==> src/rtl/imem_program_loader.sv <==
// Boot-time program loader: streams words into instruction memory while
// holding the core in reset, then releases the core after a short delay.
//
// state   | meaning
// IDLE    | after reset, waiting for a legal start
// LOAD    | accepting stream words and writing them to imem
// RELEASE | last write landing, core still held in reset for RELEASE_DLY cycles
// RUN     | core released; a legal start reloads without a global reset
module imem_program_loader #(
    parameter int N           = 32,
    parameter int ADDR_W      = 10,
    parameter int DEPTH       = 1024,
    parameter int RELEASE_DLY = 4
) (
    input  logic              clk,
    input  logic              rstn,
    input  logic              start,
    input  logic [ADDR_W:0]   prog_len,
    input  logic              in_valid,
    input  logic [N-1:0]      in_data,
    output logic              in_ready,
    output logic              imem_we,
    output logic [ADDR_W-1:0] imem_addr,
    output logic [N-1:0]      imem_wdata,
    output logic              core_rstn,
    output logic              busy,
    output logic              done,
    output logic              err_len
);

    typedef enum logic [1:0] {
        IDLE    = 2'd0,
        LOAD    = 2'd1,
        RELEASE = 2'd2,
        RUN     = 2'd3
    } state_t;

    localparam logic [ADDR_W:0] DEPTH_L  = (ADDR_W+1)'(DEPTH);
    localparam logic [ADDR_W:0] LEN_ONE  = {{ADDR_W{1'b0}}, 1'b1};
    localparam logic [3:0]      DLY_INIT = 4'(RELEASE_DLY);

    state_t              state_q, state_d;
    logic [ADDR_W:0]     count_q, count_d;
    logic [ADDR_W:0]     len_q, len_d;
    logic [3:0]          dly_q, dly_d;
    logic                we_q, we_d;
    logic [ADDR_W-1:0]   addr_q, addr_d;
    logic [N-1:0]        wdata_q, wdata_d;
    logic                core_rstn_q, core_rstn_d;
    logic                busy_q, busy_d;
    logic                done_q, done_d;
    logic                err_len_q, err_len_d;
    logic                hs;
    logic                len_ok;

    assign in_ready = (state_q == LOAD);
    assign hs       = in_valid && in_ready;
    assign len_ok   = (prog_len != '0) && (prog_len <= DEPTH_L);

    // Next-state, write-port and flag logic; status outputs follow the next state
    // so they are registered yet aligned with the state they describe.
    always_comb begin
        state_d   = state_q;
        count_d   = count_q;
        len_d     = len_q;
        dly_d     = dly_q;
        we_d      = 1'b0;
        addr_d    = addr_q;
        wdata_d   = wdata_q;
        err_len_d = err_len_q;

        case (state_q)
            IDLE, RUN: begin
                if (start) begin
                    if (len_ok) begin
                        err_len_d = 1'b0;
                        len_d     = prog_len;
                        count_d   = '0;
                        state_d   = LOAD;
                    end else begin
                        err_len_d = 1'b1;
                    end
                end
            end
            LOAD: begin
                if (hs) begin
                    we_d    = 1'b1;
                    addr_d  = count_q[ADDR_W-1:0];
                    wdata_d = in_data;
                    count_d = count_q + LEN_ONE;
                    if (count_q == len_q - LEN_ONE) begin
                        state_d = RELEASE;
                        dly_d   = DLY_INIT;
                    end
                end
            end
            RELEASE: begin
                if (dly_q == 4'd0) begin
                    state_d = RUN;
                end else begin
                    dly_d = dly_q - 4'd1;
                end
            end
            default: state_d = IDLE;
        endcase

        core_rstn_d = (state_d == RUN);
        done_d      = (state_d == RUN);
        busy_d      = (state_d == LOAD) || (state_d == RELEASE);
    end

    // State and output registers with synchronous active-low reset.
    always_ff @(posedge clk) begin
        if (!rstn) begin
            state_q     <= IDLE;
            count_q     <= '0;
            len_q       <= '0;
            dly_q       <= '0;
            we_q        <= 1'b0;
            addr_q      <= '0;
            wdata_q     <= '0;
            core_rstn_q <= 1'b0;
            busy_q      <= 1'b0;
            done_q      <= 1'b0;
            err_len_q   <= 1'b0;
        end else begin
            state_q     <= state_d;
            count_q     <= count_d;
            len_q       <= len_d;
            dly_q       <= dly_d;
            we_q        <= we_d;
            addr_q      <= addr_d;
            wdata_q     <= wdata_d;
            core_rstn_q <= core_rstn_d;
            busy_q      <= busy_d;
            done_q      <= done_d;
            err_len_q   <= err_len_d;
        end
    end

    assign imem_we    = we_q;
    assign imem_addr  = addr_q;
    assign imem_wdata = wdata_q;
    assign core_rstn  = core_rstn_q;
    assign busy       = busy_q;
    assign done       = done_q;
    assign err_len    = err_len_q;

endmodule

==> config.mk <==
export PLATFORM = sky130hd
export DESIGN_NAME = imem_program_loader
export DESIGN_NICKNAME = d
export VERILOG_FILES = /design/src/rtl/imem_program_loader.sv
export SDC_FILE = /design/constraint.sdc
export NUM_CORES = 1
export LEC_CHECK = 0
export ABC_CLOCK_PERIOD_IN_PS = 3600
export CAP_MARGIN = 20
export CELL_PAD_IN_SITES_DETAIL_PLACEMENT = 0
export CELL_PAD_IN_SITES_GLOBAL_PLACEMENT = 2
export CORE_ASPECT_RATIO = 1.1
export CORE_MARGIN = 10
export CORE_UTILIZATION = 28
export CTS_CLUSTER_SIZE = 24
export DETAILED_ROUTE_END_ITERATION = 8
export HOLD_SLACK_MARGIN = 0.15
export PLACE_DENSITY = 0.78
export SYNTH_ARGS = -nofsm -noshare
export SYNTH_HDL_FRONTEND = slang
export SYNTH_SLANG_ARGS = --single-unit
==> constraint.sdc <==
create_clock -name clk -period 3.6 [get_ports clk]
set_clock_uncertainty 0.05 [all_clocks]
set_input_delay 0.72 -clock clk [delete_from_list [all_inputs] [get_ports clk]]
set_output_delay 0.72 -clock clk [all_outputs]
set_load 0.02 [all_outputs]
==> qor.yml <==
worst_setup_path:
  criticalPathCategory: "in2reg"
  timing.critical_path.required_ps: 3780
  setup.reg_to_reg.worst_slack_ps: 690
  rr_endpoint: "busy$_SDFF_PN0_"
  critical_path.reg2reg.startpoint: "len_q[0]$_SDFFE_PN0P_"
  timing.reg2reg.worst_path_depth: 11
  critical_path_arrival_ps: 3100
  setup.worst_path.end_class: "flop"
  setup.worst_path.end: "count_q[7]$_SDFFE_PN0P_"
  worstPathMaxFanout: 8
  cp-startpoint: "prog_len[6]"
  cp-start-kind: "input pin"
synthesis:
  syn-instance-count: 406
  synth.ff_latch_count: 74
  mappedNetlistArea_mm2: 0.00352
  yosys.cell_types.count: 52
  synth_edf_count: 0
  synth-async-reset-ratio_pct: 0
  mappedNetlistNets: 459
  ys.flop_type: "sky130_fd_sc_hd__dfxtp_1"
  yosysSeqAreaShare_pct: 42.0
  synth.yosys.warnings: 0
  postSynthAreaPerCell_um2: 8.68
sta:
  hold_violations: 0
  min_period_over_period_pct: 81.1
  tightestPinTransition_ps: 744
  finalSetupViolations: 0
  setup_repair_after_global_routing_missed_its_margin: "false"
  timing.final.max_slew_violations: 0
  max_slew_margin_pct: 50.4
  timing.setup.tns_ps: 0
  final.min_clock_period_ps: 2920
  fmax_mhz: 343
layout:
  postLayoutCoreUtil_pct: 40.1
  final_cell_mix: "sky130_fd_sc_hd__nand2_1 (99), sky130_fd_sc_hd__clkdlybuf4s50_1 (93), sky130_fd_sc_hd__dfxtp_1 (74), sky130_fd_sc_hd__a21boi_0 (44), sky130_fd_sc_hd__nor2_1 (18)"
  area_delta_synth_final_pct: 38.7
  final_design_area_no_fill_mm2: 0.00489
  n_fill_cell: 1266
  final_nets: 546
  layout_commonest_cell: "sky130_fd_sc_hd__nand2_1"
  proportion_of_layout_cells_with_a_drive_suffix_above_1_pct: 8.03
  num_antenna_cells: 0
grt:
  first_global_vias: 2942
  grt_antenna_before_repair: 0
  grt_first_pass_wirelength_um: 15700
  gr-total-overflow: 0
  pin_count_of_the_biggest_net_entering_global_routing: 44
  globalRouteTotalUtil_pct: 11.3
floorplan:
  coreArea_mm2: 0.0122
  die_area_mm2: 0.0175
  rows: 42
  horizontal_die_dimension_um: 127
  starting_density_of_the_core_pct: 28.9
  die_h_um: 138
  num_io_pins: 95
job:
  timing.max_cap.violations: 0
placed_design:
  port_buffers: 94
  place_congestion: 0.763
  dp_hpwl_um: 7370
  detailed_place.area_mm2: 0.00459
worst_hold_path:
  holdCritPathClass: "reg2reg"
clock_tree:
  ctsHoldBuffers: 0
  numClockSinks: 74
  clock_tree.root_cell: "sky130_fd_sc_hd__clkbuf_16"
  cts_buffers: 9
  count_of_instances_resized_after_the_clock_tree_is_built: 0
  max-clock-path-buffers: 2
  insertion_delay_ps: 340
  cts.htree.levels: 3
  clock_tree_from_tritoncts: "done"
  worst_setup_hold_path_clk_slew_ps: 60
  post_cts_setup_buffer_count: 0
detailed_routing:
  totalWireLength_um: 10100
  final_antenna_net_count: 0
  vias: 3013
  detailedRoute.firstIterationViolations: 115
  detail_route.vias_per_cell: 4.62
  drt_drc_violations_left: 0
  routedWlPerCell_um: 15.4
  drt_pass1_iterations: 4
power_and_ir_drop:
  power.ir.vdd_worst_mv: 0.238
  power_per_cell_area_mw_per_mm2: 419
  p_total_w: 0.00205
  power.static_leakage_nw: 1.70
outcome:
  status: "finished clean"
layer usage:
metal  vias to the layer above  wire length (µm)  GRT usage [%]
met4                         0               183           6.08
met2                        57              4820           18.7
met5                         -                 0              0
met3                        10               509           3.46
li1                       1544                 -              -
met1                      1402              4540           12.9
flip-flops by register name, indices dropped and copies added (netlist names):
name and flops:
count_q 11, len_q 11, imem_addr 10, done 1, imem_wdata 32, err_len 1
busy 1, dly_q 4, state_q 2, imem_we 1
stage by stage:
stage | instances | worst slack (ps) | hold slack (ps)
finish | 652 | 681 | 411
global route | 652 | 413 | 432
CTS | 652 | 650 | 416
detailed placement | 636 | 344 | 408
global placement | 636 | 399 | 400
floorplan | 406 | 905 | 393
final cells by class:
type,instances,area [µm²],area share (%)
Clock buffer,14,264,5.40
Clock inverter,2,35.0,0.717
Inverter,10,37.5,0.768
Multi-Input combinational cell,296,1880,38.5
Sequential cell,74,1480,30.3
Tap cell,154,193,3.94
Timing Repair Buffer,102,996,20.4
logic make-up after synthesis:
group                    after synthesis  synth area share [%]
adder cells (fa/ha/maj)                6                  2.13
AND/OR/NAND/NOR                      182                  26.5
XOR/XNOR                              25                  6.21
AO/OA/AOI/OAI                         71                  15.2
flip-flops                            74                  42.0
buffers and inverters                 36                  4.58
multiplexers                          12                  3.41
worst min-delay path by stage:
stage                                     from                         end  slack, ps  cells past startpoint
floorplan                dly_q[0]$_SDFFE_PN0P_       dly_q[0]$_SDFFE_PN0P_        390                      2
global placement    imem_wdata[8]$_SDFFE_PN0P_  imem_wdata[8]$_SDFFE_PN0P_        400                      2
detailed placement  imem_wdata[9]$_SDFFE_PN0P_  imem_wdata[9]$_SDFFE_PN0P_        410                      2
CTS                 imem_wdata[9]$_SDFFE_PN0P_  imem_wdata[9]$_SDFFE_PN0P_        420                      2
global route        imem_wdata[1]$_SDFFE_PN0P_  imem_wdata[1]$_SDFFE_PN0P_        430                      2
finish              imem_wdata[9]$_SDFFE_PN0P_  imem_wdata[9]$_SDFFE_PN0P_        410                      2
worst max-delay path, stage by stage:
cell and delay [ps]:
sky130_fd_sc_hd__clkdlybuf4s50_1 430, sky130_fd_sc_hd__or4_4 600, sky130_fd_sc_hd__o31ai_4 260, sky130_fd_sc_hd__nand3b_1 150
sky130_fd_sc_hd__a21oi_2 390, sky130_fd_sc_hd__buf_4 220, sky130_fd_sc_hd__nand4_2 100, sky130_fd_sc_hd__xor2_1 190
sky130_fd_sc_hd__nor2_2 40
synth_stat cells, types with 5 or more instances:
cell type                  number  area [µm²]
sky130_fd_sc_hd__nor2_2         5        31.3
sky130_fd_sc_hd__nand2_1       99         372
sky130_fd_sc_hd__nor3_1         5        25.0
sky130_fd_sc_hd__xnor2_1       11        96.3
sky130_fd_sc_hd__dfxtp_1       74        1480
sky130_fd_sc_hd__ha_1           6        75.1
sky130_fd_sc_hd__nor2_1        18        67.6
sky130_fd_sc_hd__clkbuf_1      19        71.3
sky130_fd_sc_hd__xor2_1        14         123
sky130_fd_sc_hd__a21oi_1        6        30.0
sky130_fd_sc_hd__nor2b_1       11        68.8
sky130_fd_sc_hd__mux2i_1       12         120
sky130_fd_sc_hd__nand3_1        5        25.0
sky130_fd_sc_hd__inv_1         10        37.5
sky130_fd_sc_hd__a21boi_0      44         330
where the power goes:
part           internal (W)  switching [W]  total (W)
combinational      0.000138       0.000137   0.000275
clock              0.000574       0.000336   0.000910
sequential         0.000843      0.0000218   0.000865
total               0.00156       0.000495    0.00205
Note: power is estimated with default switching activity, not from simulation.
